**src/rtl/alu4_arbiter.sv**
```systemverilog
// Two-requester arbiter sharing one 4-bit ALU: grant, latch operands, execute,
// return a registered result with a one-cycle acknowledge, then rearm.
module alu4_arbiter #(
    parameter bit PRIO_INIT = 1'b0,
    parameter bit FAIR      = 1'b1,
    parameter int CNT_W     = 8
) (
    input  logic             clk,
    input  logic             rst,
    input  logic             REQ0,
    input  logic [2:0]       S0,
    input  logic [3:0]       A0,
    input  logic [3:0]       B0,
    input  logic             REQ1,
    input  logic [2:0]       S1,
    input  logic [3:0]       A1,
    input  logic [3:0]       B1,
    output logic [1:0]       GNT,
    output logic             ACK0,
    output logic             ACK1,
    output logic [4:0]       R,
    output logic             ERR,
    output logic             BUSY,
    output logic [CNT_W-1:0] CNT
);

    typedef enum logic [1:0] {
        ST_IDLE = 2'd0,
        ST_EXEC = 2'd1,
        ST_RESP = 2'd2
    } state_t;

    localparam logic [CNT_W-1:0] CNT_ONE = {{(CNT_W-1){1'b0}}, 1'b1};

    function automatic logic [4:0] alu4(input logic [2:0] s, input logic [3:0] a, input logic [3:0] b);
        logic [4:0] y;
        case (s)
            3'b000:  y = {1'b0, a} + {1'b0, b};
            3'b001:  y = {1'b0, a} - {1'b0, b};
            3'b010:  y = {1'b0, a & b};
            3'b100:  y = {1'b0, a | b};
            default: y = 5'd0;
        endcase
        return y;
    endfunction

    function automatic logic sel_valid(input logic [2:0] s);
        logic v;
        case (s)
            3'b000, 3'b001, 3'b010, 3'b100: v = 1'b1;
            default:                        v = 1'b0;
        endcase
        return v;
    endfunction

    state_t           state_r, state_s;
    logic             prio_r, prio_s;
    logic             win_s;
    logic [2:0]       sel_r, sel_s;
    logic [3:0]       opa_r, opa_s, opb_r, opb_s;
    logic [1:0]       gnt_r, gnt_s;
    logic             ack0_r, ack0_s, ack1_r, ack1_s;
    logic [4:0]       res_r, res_s;
    logic             err_r, err_s;
    logic             busy_r, busy_s;
    logic [CNT_W-1:0] cnt_r, cnt_s;

    // Next-state and next-output logic for the IDLE/EXEC/RESP sequencer
    always_comb begin
        state_s = state_r;
        prio_s  = prio_r;
        win_s   = 1'b0;
        sel_s   = sel_r;
        opa_s   = opa_r;
        opb_s   = opb_r;
        gnt_s   = gnt_r;
        ack0_s  = 1'b0;
        ack1_s  = 1'b0;
        res_s   = res_r;
        err_s   = err_r;
        busy_s  = busy_r;
        cnt_s   = cnt_r;
        case (state_r)
            ST_IDLE: begin
                if (REQ0 && REQ1) begin
                    win_s = prio_r;
                end else if (REQ1) begin
                    win_s = 1'b1;
                end else begin
                    win_s = 1'b0;
                end
                if (REQ0 || REQ1) begin
                    sel_s   = win_s ? S1 : S0;
                    opa_s   = win_s ? A1 : A0;
                    opb_s   = win_s ? B1 : B0;
                    gnt_s   = win_s ? 2'b10 : 2'b01;
                    busy_s  = 1'b1;
                    state_s = ST_EXEC;
                end else begin
                    state_s = ST_IDLE;
                end
            end
            ST_EXEC: begin
                res_s   = alu4(sel_r, opa_r, opb_r);
                err_s   = ~sel_valid(sel_r);
                ack0_s  = gnt_r[0];
                ack1_s  = gnt_r[1];
                cnt_s   = cnt_r + CNT_ONE;
                state_s = ST_RESP;
            end
            ST_RESP: begin
                gnt_s   = 2'b00;
                busy_s  = 1'b0;
                // Round-robin hands priority to the requester that was not just served
                if (FAIR) begin
                    prio_s = gnt_r[0];
                end else begin
                    prio_s = prio_r;
                end
                state_s = ST_IDLE;
            end
            default: begin
                gnt_s   = 2'b00;
                busy_s  = 1'b0;
                state_s = ST_IDLE;
            end
        endcase
    end

    // State, latched operands and registered outputs with synchronous reset
    always_ff @(posedge clk) begin
        if (rst) begin
            state_r <= ST_IDLE;
            prio_r  <= PRIO_INIT;
            sel_r   <= 3'd0;
            opa_r   <= 4'd0;
            opb_r   <= 4'd0;
            gnt_r   <= 2'b00;
            ack0_r  <= 1'b0;
            ack1_r  <= 1'b0;
            res_r   <= 5'd0;
            err_r   <= 1'b0;
            busy_r  <= 1'b0;
            cnt_r   <= {CNT_W{1'b0}};
        end else begin
            state_r <= state_s;
            prio_r  <= prio_s;
            sel_r   <= sel_s;
            opa_r   <= opa_s;
            opb_r   <= opb_s;
            gnt_r   <= gnt_s;
            ack0_r  <= ack0_s;
            ack1_r  <= ack1_s;
            res_r   <= res_s;
            err_r   <= err_s;
            busy_r  <= busy_s;
            cnt_r   <= cnt_s;
        end
    end

    assign GNT  = gnt_r;
    assign ACK0 = ack0_r;
    assign ACK1 = ack1_r;
    assign R    = res_r;
    assign ERR  = err_r;
    assign BUSY = busy_r;
    assign CNT  = cnt_r;

endmodule

```
**config.mk**
```make
export PLATFORM = sky130hd
export DESIGN_NAME = alu4_arbiter
export DESIGN_NICKNAME = d
export VERILOG_FILES = /design/src/rtl/alu4_arbiter.sv
export SDC_FILE = /design/constraint.sdc
export NUM_CORES = 1
export LEC_CHECK = 0
export BUFFER_PORTS_ARGS = -buffer_cell sky130_fd_sc_hd__buf_4
export CAP_MARGIN = 0
export CORE_MARGIN = 2
export CORE_UTILIZATION = 52
export DETAILED_ROUTE_END_ITERATION = 12
export MAX_ROUTING_LAYER = met4
export PLACE_DENSITY = 0.89
export SYNTH_ARGS = -nofsm -noshare
export SYNTH_HDL_FRONTEND = slang
export SYNTH_SLANG_ARGS = --single-unit
```
**constraint.sdc**
```tcl
create_clock -name clk -period 2.31 [get_ports clk]
set_clock_uncertainty 0.05 [all_clocks]
set_input_delay 0.462 -clock clk [delete_from_list [all_inputs] [get_ports clk]]
set_output_delay 0.462 -clock clk [all_outputs]
set_load 0.01 [all_outputs]
```
# Word-level counts from Yosys, hierarchy flattened
# Index checks and enable logic that the tools add are counted.
# W data, S select, Z words.
[classes]
bitwise = 4
n_mux = 16
n_reduce_logical = 8
addsub = 3
n_eq_ne = 6
[ops]
columns = ["operator", "count"]
rows = [
  ["$pmux W5 S4", 1],
  ["$add A8 B1 Y8 const B", 1],
  ["$mux W4", 2],
  ["$pmux W2 S2", 2],
  ["$mux W1", 7],
  ["$add A4 B4 Y5", 1],
  ["$sub A4 B4 Y5", 1],
  ["$and A4 B4 Y4", 1],
  ["$mux W2", 2],
  ["$or A4 B4 Y4", 1],
  ["$reduce_and A2 Y1", 2],
  ["$reduce_or A4 Y1", 1],
  ["$eq A3 B1 Y1 const B", 1],
  ["$eq A3 B2 Y1 const B", 1],
  ["$eq A3 B3 Y1 const B", 1],
  ["$logic_not A3 Y1", 1],
  ["$mux W3", 1],
  ["$eq A2 B1 Y1 const B", 1],
  ["$eq A2 B2 Y1 const B", 1],
  ["$logic_not A2 Y1", 1],
  ["$ne A2 B2 Y1 const B", 1],
  ["$not A1 Y1", 2],
  ["$pmux W1 S2", 1],
  ["$reduce_or A2 Y1", 1],
  ["other kinds (2)", 2],
]
[word_totals]
input_bits = 26
output_inout_bits = 19
elab_cells = 49
register_bits = 33

# Longest topological paths before layout
[depth]
ltp_word = 6
ltp_mapped = 10
mapped_depth_nobuf = 9

# Worst setup path after synthesis
# Ideal clock, no wire load.
[synth_path]
path_type = "reg-to-reg"
from = "reg sel_r[2]"
to = "reg res_r[4] (netlist: R[4])"
t_arrival_ns = 1.917
path_stages_with_launch = 11
required_time_ns = 2.173
n_path_buf = 1
setup_ns = 0.087
setup_slack_ns = 0.256
synth_period_minus_slack_ns = 2.054
path_cell_list = "dfxtp_1 -> buf_6 -> nor2_2 -> nand2_1 -> mux2i_1 -> inv_1 -> fa_1 -> nand2b_1 -> a21oi_1 -> xor2_1 -> o31ai_1"
[synth_via]
elab_chain_cells = 2
elab_cells_between_ends = 5
[synth_rtl]
columns = ["element", "line_no", "source"]
rows = [
  ["from (decl)", "59", "logic [2:0] sel_r, sel_s;"],
  ["from (signal assigned)", "148", "sel_r <= sel_s;"],
  ["$eq A3 B3 Y1 (tied with other cells)", "37", "case (s)"],
  ["$pmux W5 S4 (*)", "37", ""],
  ["to (signal assigned)", "154", "res_r <= res_s;"],
  ["to (decl)", "63", "logic [4:0] res_r, res_s;"],
]
# Every way passes the cells marked *; elsewhere a longest branch is shown, timed or not.
# A chain may end at the register's enable or synchronous reset.

# Worst setup path after layout
[layout_path]
from = "reg opb_r[0]"
to = "reg res_r[4] (netlist: R[4])"
[layout_via]
elab_chain_cells = 2
elab_cells_between_ends = 3
[layout_rtl]
columns = ["element", "line_no", "source"]
rows = [
  ["from (decl)", "60", "logic [3:0] opa_r, opa_s, opb_r, opb_s;"],
  ["from (signal assigned)", "150", "opb_r <= opb_s;"],
  ["$sub A4 B4 Y5 / $add A4 B4 Y5 (equally long branches)", "39, 38", ""],
  ["$pmux W5 S4 (*)", "37", ""],
]
# Marks and branches as above.

==> summary by stage <==
Run status
The run finished with clean final reports.

GRT
The via count of the first global-routing pass is 1359. Global routing finished with a remaining overflow of 0. The largest net degree at the start of global routing is 34. For this run, the total global-route usage over all layers was measured as roughly 21%. The first global-routing pass estimated 6240 µm of wire. The initial antenna violation count came to 0.

Clock network
The maximum level of the CTS H-tree is 2. The cts-stage hold buffer count is 0. The worst-case clock buffer depth is 2. After clock tree synthesis, the clock-pin slew on the worst setup and hold paths is roughly 0.090 ns. The clock net sink count is 33. The clock tree from TritonCTS is yes. The latest clock arrival within the worst-skew pair is 0.34 ns. The clock root buffer is sky130_fd_sc_hd__clkbuf_4. In this run, CTS created clock tree buffers numbering 5.

Placement
The number of buffers added on ports is 44. The post-detailed-placement half-perimeter wirelength is roughly 2900 µm. Once placement finished, the instance area stood at between 2000 and 2500 µm². At the end of routability-driven placement, the weighted congestion stood at 0.945.

Synth
After synthesis, the cell types taking the most area are sky130_fd_sc_hd__dfxtp_1, sky130_fd_sc_hd__nor2_1, sky130_fd_sc_hd__ha_1. The combined area of all synthesized cells is 1760 µm². The count of yosys warnings during synthesis is 0. Summing the sequential cell areas from Yosys gives 37.5% of the chip area. The synthesized area per cell is about 9 µm². The synthesized design devotes to its leading area cell type 37.5% of total area. The most common cell in the synthesized netlist is sky130_fd_sc_hd__dfxtp_1. The fraction of synthesis flops using an asynchronous set or reset pin is 0%. The cell type contributing the most total cell area after synthesis is sky130_fd_sc_hd__dfxtp_1.

In this run, synthesis inferred 0 flip-flops with an integrated enable. Ranked by instance count, the synthesized netlist is headed by sky130_fd_sc_hd__dfxtp_1, sky130_fd_sc_hd__nor2_1, sky130_fd_sc_hd__nand2_1. The number of distinct library cells after synthesis is 46. The post-synthesis cell count is 195. The net count after synthesis is 230. The most used flip-flop cell after synthesis is sky130_fd_sc_hd__dfxtp_1.

The synthesized design contains 33 register bits.

Power and ir drop
The leakage power figure is 0.974 nW. The worst supply voltage drop on vdd is between 0.4 and 0.5 mV. The design draws 1.52 mW. Dividing total power by cell area gives a power density of just under 700 nW/µm².

Drt
The average wire per cell in the routed design is 13.1 µm. The detailed-router iteration count before antenna repair is 4. The total length of routed wires is between 3000 and 4000 µm. In the routed design, unresolved DRC markers number 0. Dividing the detail-routed via count by the number of cells gives 5.37.

The DRC violation total after the first TritonRoute iteration is 95. The routed layout has 1551 vias. The final antenna-violating net count is 0.

Floorplanning
The area of the core region is 3280 µm². The vertical die dimension is ~62 µm. The area of the die is 3870 µm². The floorplan has 21 rows.

The starting density of the core is 53.6%. During I/O placement, the number of pins put on the boundary was between 40 and 50. The die extent in x is 62.2 µm.

Hold path
The type of the tightest min-delay check is in -> reg.

Worst setup path
The type of element capturing the critical path is a flop. On the critical path, the stage with the largest delay is an instance of sky130_fd_sc_hd__fa_1. The required time at the endpoint of the critical path is 2.51 ns.

The critical path is of the reg -> reg type. The launching element type of the critical path is a flop. The stage delay of the slowest cell on the critical path is slightly above 0.4 ns. Of all nets on the critical path, the largest fanout is 5. The worst endpoint data arrival time is 2.40 ns. Walking the worst path, the cells encountered are inv_1, ha_1, mux2i_1, inv_1, fa_1, nand2b_1, a21oi_1, xor2_1, o31ai_1.

The most numerous cell type found on the critical path is sky130_fd_sc_hd__inv_1.

Timing
Setup violations remaining at the end of the flow were counted as 0. After layout, the minimum clock period comes to between 2 and 2.5 ns. The worst pin sits at a relative slew slack of between 60% and 70%. Setup repair after global routing left no endpoint under its margin. The share of the cycle needed by the critical path after routing is between 90% and 100%. Derived from the worst setup path, the maximum achievable clock frequency is 453 MHz.

The total count of max-transition violations in the final report is 0. For the pin with the worst max-slew slack, the measured transition is ~0.53 ns. The number of hold violations in the final report came to 0. After routing, the total negative slack on setup checks comes to 0 ns.

Final layout
The total number of nets in the final design is 277. Relative to the synthesized area, the layout overhead comes to 26.1%. The post-layout instance area is 2220 µm². The share of cells above drive strength 1 is 29.6%. The final antenna diode count is 0.

Run
The reported max-cap violation count is 0.
## metal layers
layer  routed length (µm)  vias up  global-route usage [%]
met4                   47        0                    8.06
met5                    0        -                       -
met2                 1880       41                    34.1
li1                     -      791                       -
met3                  169        5                    3.80
met1                 1700      714                    25.3
## sequential cells by signal, indices dropped and copies added (netlist names), 2 cells and up
signal	flops
state_r	2
R	5
opb_r	4
sel_r	3
GNT	2
opa_r	4
CNT	8
## path summary, 6_finish.rpt
check	from	endpoint	slack, ns	cells past startpoint
worst min-delay path	A1[3]	opa_r[3]	0.32	3
worst max-delay path	opb_r[0]	R[4]	0.10	9
worst max register to register	opb_r[0]	R[4]	0.10	9
worst min register to register	R[0]	R[0]	0.44	2
## cell type report
type	count	area, µm²
tap	46	57.6
sequential	33	666
timing repair buffer	50	375
clock buffer	6	51.3
inverter	9	33.8
fill	271	1060
multi-input combinational	143	998
clock inverter	2	37.5
## what timing repair did
action | 4_1_cts | 5_1_grt
endpoints found under the hold margin | 0 | 0
setup endpoints to repair | 0 | 2
resized for setup | 0 | 3
buffers inserted | 0 | 1
## stage by stage
stage / cells / utilization (%) / setup slack, ns / hold WS, ns
after floorplan: 195 / - / 0.256 / 0.446
after global routing: 289 / 67.6 / 0.0108 / 0.314
after CTS: 288 / 67.2 / 0.0217 / 0.305
after global placement: 280 / 64.5 / 0.170 / 0.417
final: 289 / 67.6 / 0.104 / 0.319
after detailed placement: 280 / 64.5 / 0.0491 / 0.424
## critical path: cells and delay by family, from the launching register on
kind / cells / cell delay (ns)
buffers and inverters: 2 / 0.15
AOI/OAI and AO/OA: 2 / 0.38
xor gates and xnor gates: 1 / 0.09
and+or+nand+nor: 1 / 0.17
DFF: 1 / 0.38
adders and majority gates: 2 / 0.70
muxes: 1 / 0.19
## cells by family (layout without fill, tap and decap cells)
kind of cell | count (synthesis) | count (layout) | synth area share (%)
muxes | 8 | 8 | 4.55
adders and majority gates | 10 | 10 | 7.46
AOI/OAI and AO/OA | 39 | 39 | 17.7
xor gates and xnor gates | 9 | 9 | 4.48
buffers and inverters | 19 | 67 | 5.76
and+or+nand+nor | 77 | 77 | 22.5
DFF | 33 | 33 | 37.5
## report_power, final
| part | internal (mW) | switching, mW |
|---|---|---|
| clock network | 0.257 | 0.197 |
| logic | 0.201 | 0.204 |
| registers | 0.612 | 0.0438 |
## placed cells by master (no fill, tap or decap), drive strengths merged, types with 2 or more instances in the layout
cell	instances
nand3b	5
and3	2
a311oi	2
and2	3
o31ai	2
clkbuf	6
or3	2
xor2	5
nand4	4
ha	8
nor2	33
a222oi	5
nor2b	2
mux2i	8
o22ai	2
o21ai	8
a21oi	6
buf	50
dfxtp	33
a211oi	7
xnor2	4
nor3	7
nand2	9
inv	9
nand2b	8
No activity file was read; power rests on OpenSTA's default activity.
